$ cat src/rtl/window_shift_reg.sv
// Sliding window of the last DEPTH accepted samples with valid/ready input, fill tracking and strided strobe.
// Optional output register stage on taps/win_valid: define WINDOW_SHIFT_REG_OUTREG_EN.

module window_shift_reg_tap #(
   parameter int WIDTH = 16
) (
   input  logic             clk,
   input  logic             rst,
   input  logic             clear,
   input  logic             en,
   input  logic [WIDTH-1:0] d,
   output logic [WIDTH-1:0] q
);
   logic [WIDTH-1:0] q_q, q_d;

   always_comb begin
      q_d = q_q;
      if (clear)   q_d = '0;
      else if (en) q_d = d;
   end

   always_ff @(posedge clk or posedge rst) begin
      if (rst) q_q <= '0;
      else     q_q <= q_d;
   end

   assign q = q_q;
endmodule

module window_shift_reg #(
   parameter  int WIDTH  = 16,
   parameter  int DEPTH  = 4,
   parameter  int STRIDE = 1,
   localparam int CNT_W  = $clog2(DEPTH + 1)
) (
   input  logic                   clk,
   input  logic                   rst,
   input  logic                   in_valid,
   input  logic [WIDTH-1:0]       in_data,
   output logic                   in_ready,
   input  logic                   pause,
   input  logic                   clear,
   output logic [WIDTH*DEPTH-1:0] taps,
   output logic [CNT_W-1:0]       fill,
   output logic                   full,
   output logic                   win_valid
);
   logic                               accept;
   logic [DEPTH-1:0][WIDTH-1:0]        win;
   logic [DEPTH-1:0][WIDTH-1:0]        win_nxt;
   logic [CNT_W-1:0]                   fill_q, fill_d;
   logic [CNT_W-1:0]                   stride_q, stride_d;
   logic                               wv_q, wv_d;

   assign in_ready = !pause && !clear && !rst;
   assign accept   = in_valid && in_ready;
   assign full     = (fill_q == CNT_W'(DEPTH));
   assign fill     = fill_q;

   // Newest sample enters tap0; every tap takes its younger neighbour.
   assign win_nxt = {win[DEPTH-2:0], in_data};

   for (genvar k = 0; k < DEPTH; k++) begin : g_tap
      window_shift_reg_tap #(.WIDTH(WIDTH)) u_tap (
         .clk   (clk),
         .rst   (rst),
         .clear (clear),
         .en    (accept),
         .d     (win_nxt[k]),
         .q     (win[k])
      );
   end

   always_comb begin
      fill_d   = fill_q;
      stride_d = stride_q;
      wv_d     = 1'b0;
      if (clear) begin
         fill_d   = '0;
         stride_d = '0;
      end else if (accept) begin
         if (!full) fill_d = fill_q + CNT_W'(1);
         // The shift that completes the window always strobes and restarts the stride phase.
         if (fill_q == CNT_W'(DEPTH - 1)) begin
            wv_d     = 1'b1;
            stride_d = '0;
         end else if (full && stride_q == CNT_W'(STRIDE - 1)) begin
            wv_d     = 1'b1;
            stride_d = '0;
         end else if (full) begin
            stride_d = stride_q + CNT_W'(1);
         end
      end
   end

   always_ff @(posedge clk or posedge rst) begin
      if (rst) begin
         fill_q   <= '0;
         stride_q <= '0;
         wv_q     <= 1'b0;
      end else begin
         fill_q   <= fill_d;
         stride_q <= stride_d;
         wv_q     <= wv_d;
      end
   end

`ifdef WINDOW_SHIFT_REG_OUTREG_EN
   // Output stage captures the window the cycle after it was updated by an accept.
   logic                        acc_q, acc_d;
   logic [DEPTH-1:0][WIDTH-1:0] otaps_q, otaps_d;
   logic                        owv_q, owv_d;

   always_comb begin
      acc_d   = accept;
      otaps_d = otaps_q;
      owv_d   = 1'b0;
      if (clear) begin
         acc_d   = 1'b0;
         otaps_d = '0;
      end else if (acc_q) begin
         otaps_d = win;
         owv_d   = wv_q;
      end
   end

   always_ff @(posedge clk or posedge rst) begin
      if (rst) begin
         acc_q   <= 1'b0;
         otaps_q <= '0;
         owv_q   <= 1'b0;
      end else begin
         acc_q   <= acc_d;
         otaps_q <= otaps_d;
         owv_q   <= owv_d;
      end
   end

   assign taps      = otaps_q;
   assign win_valid = owv_q;
`else
   assign taps      = win;
   assign win_valid = wv_q;
`endif
endmodule

$ cat config.mk
export PLATFORM = sky130hd
export DESIGN_NAME = window_shift_reg
export DESIGN_NICKNAME = d
export VERILOG_FILES = /design/src/rtl/window_shift_reg.sv
export SDC_FILE = /design/constraint.sdc
export NUM_CORES = 1
export LEC_CHECK = 0
export CAP_MARGIN = 20
export CORE_ASPECT_RATIO = 0.5
export CORE_MARGIN = 10
export CORE_UTILIZATION = 45
export DETAILED_ROUTE_END_ITERATION = 8
export HOLD_SLACK_MARGIN = 0.08
export MAX_ROUTING_LAYER = met4
export PLACE_DENSITY = 0.78
export SLEW_MARGIN = 20
export SYNTH_ARGS = -nofsm -noshare
export SYNTH_HDL_FRONTEND = slang
export SYNTH_SLANG_ARGS = --single-unit
$ cat constraint.sdc
create_clock -name clk -period 3.2 [get_ports clk]
set_input_delay 0.64 -clock clk [delete_from_list [all_inputs] [get_ports clk]]
set_output_delay 0.64 -clock clk [all_outputs]
set_load 0.02 [all_outputs]
==> key figures <==
Status
  – Run status: completed

Worst setup path
  – CP delay by family, top: buffers and inverters
  – CP required: 2560 ps
  – Buf/Inv on CP: 2
  – Most frequent CP cell: clkdlybuf4s50_1
  – Setup CP Type: in2out
  – Critical path endpoint category: primary output
  – Crit path max fanout: 5
  – CP startpoint kind: input port
  – CP max stage cell: clkdlybuf4s50_1
  – Crit-path cells: clkdlybuf4s50_1 > nor3_1 > clkdlybuf4s50_1
  – Crit-path max cell delay: 630 ps
  – Arrival time worst endpoint: 1980 ps

Logic synthesis
  – Synth Instances: 329
  – Mapped Nets: 355
  – Cell variety after synth: 19
  – Cell with the most instances after synthesis: nand2_1
  – Syn avg cell area: 8.95 sq um
  – Top cells by count, synth: nand2_1, a21oi_1, dfrtp_1
  – Post-synth EDFFs: 0
  – Top_reg_cell synth: dfrtp_1
  – Cell area after synthesis: 2940 sq um
  – FFs w/ async S/R, synth: 100%
  – Top cells by area, synth: dfrtp_1, nand2_1, a21oi_1
  – Cell taking the most area after synthesis: dfrtp_1
  – Syn. warnings: 0
  – Post-synth top area share: 60.3%
  – Sequential cell area fraction in the yosys report: 60.3%
  – Synthesis-stage register bit count: 71

Floorplanning
  – Core area: 6210 sq um
  – Die extent in x: 134 um
  – Cell row count: 20
  – DIE HEIGHT: 77.2 um
  – Initial Util: 47.4%
  – DIE AREA: 10400 sq um
  – IO Pins: 91

Final layout
  – Final #Nets: 436
  – Layout cells sized above 1: 5.54%
  – Core Util, Final: 68.4%
  – Area growth, synth to finish: 44.3%
  – Antenna Cells: 0

STA
  – Setup Total Neg Slack: 0 ps
  – RSZ-0062 raised after global routing: no
  – Fin. Hold Viols: 0
  – Final Critical Period: 2620 ps
  – Max transition margin: 53.1%
  – Slew @ Worst Pin: 704 ps
  – Fmax: 0.381 GHz
  – Fin crit share: 81.9%
  – Clk_skew: 3.17 ps
  – Final hold slack: 523 ps
  – # setup viols final: 0
  – Max Slew Vio Count: 0

Clock tree
  – Clk sinks: 71
  – TritonCTS buffer count: 9
  – Clock root cell: clkbuf_16
  – Post-CTS setup buffers: 0
  – CTS tree: built
  – Post-CTS Resized: 0
  – Clock transition at path regs: 60 ps
  – Skew-Pair Late Insertion Delay: 320 ps
  – Hold_buf cts: 0
  – CTS H-tree depth: 3
  – CTS Buffer Depth: 2

GRT
  – Total congestion overflow: 0
  – Pin count of the biggest net entering global routing: 72
  – Antenna violations before repair: 0
  – First-pass GRT wire length: 13200 um
  – Number of global-route vias before repair: 2512
  – GRT Overall Usage: 16.0%

Drt
  – Total routed wirelength: 8030 um
  – Drt initial violations: 206
  – # DRC: 0
  – First-pass DRT Iterations: 5
  – Vias after detailed routing: 2572
  – ANT nets after route: 0
  – Avg Vias per Cell: 5.11
  – WL/cell: 16.0 um

Pwr
  – Power per Cell Area: 515 nW/um^2
  – Worst VDD drop: 280 uV
  – Overall Power: 2.19 mW
  – Leakage power: 1.72 nW

Run
  – Max_cap viols: 0

Min path
  – Min-delay worst type: reg2reg

Placed design
  – GPL Wtd Cong: 0.727
  – Port bufs: 90
  – Dpl hpwl: 5310 um
-- registers in the layout (all words and copies together) (netlist names) --
signal,flops
stride_q,3
win_valid,1
g_tap.u_tap.q,64
fill,3
-- stage by stage --
step / setup slack, ps / cell area [sq um] / instances
floorplan: 763 / 2940 / 329
global placement: 604 / 3900 / 487
detailed placement: 594 / 3900 / 487
CTS: 569 / 4250 / 503
global route: 442 / 4250 / 503
finish: 578 / 4250 / 503
-- worst paths after layout --
kind	to	slack (ps)	startpoint	cells past startpoint
min in group asynchronous	g_tap[0].u_tap.q[14]	890	rst	3
worst max register to register	fill[0]	1650	fill[0]	5
worst min-delay path	g_tap[3].u_tap.q[1]	520	g_tap[3].u_tap.q[1]	2
worst min register to register	g_tap[3].u_tap.q[1]	520	g_tap[3].u_tap.q[1]	2
max in group asynchronous	g_tap[3].u_tap.q[6]	2010	rst	3
worst max-delay path	in_ready	580	rst	3
-- cell families after synthesis --
family                   count (synthesis)  share of synthesized area, %
adder cells (fa/ha/maj)                  5                          2.12
buffers and inverters                   31                          4.25
AND/OR/NAND/NOR                        143                          19.8
AO/OA/AOI/OAI                           79                          13.5
flip-flops                              71                          60.3
-- where the power goes --
group          leakage [nW]  internal [mW]  switching, mW  total (mW)
sequential            0.988          0.907        0.00760       0.915
clock                 0.162          0.782          0.361        1.14
combinational         0.567         0.0489         0.0801       0.129
total                  1.72           1.74          0.449        2.19
-- cells in the final DEF (no fill, tap or decap), drive strengths merged --
cell,netlist,final
clkdlybuf4s50,0,89
nor2,1,1
inv,7,7
bufinv,0,3
buf,7,5
clkinvlp,0,2
nand4,3,3
ha,5,5
nor3,3,3
nand2b,2,2
a31oi,2,2
dfrtp,71,71
nand2,128,128
o21ai,6,6
a21oi,71,71
nor3b,1,1
or3,1,1
nand3b,1,1
clkbuf,17,11
and4b,1,1
or3b,1,1
and2,1,1
-- layout make-up --
type | instances | area, sq um
clock buffer | 11 | 243
clock inverter | 5 | 105
fill | 488 | 1960
inverter | 7 | 26.3
multi-input combinational | 227 | 1050
sequential | 71 | 1780
tap | 88 | 110
timing repair buffer | 94 | 938
-- tightest hold or removal path: stages (launching register included) --
cell	delay [ps]
dfrtp_1	370
nand2_1	60
a21oi_1	60
-- metal layers --
metal  track usage (%)  up-vias  routed length [um]
met2              27.9       65                4300
met4              4.00        0                  84
met1              17.5     1266                3240
met5                 -        -                   0
met3              4.88        9                 400
li1                  -     1232                   -
Note: power is estimated with default switching activity, not from simulation.
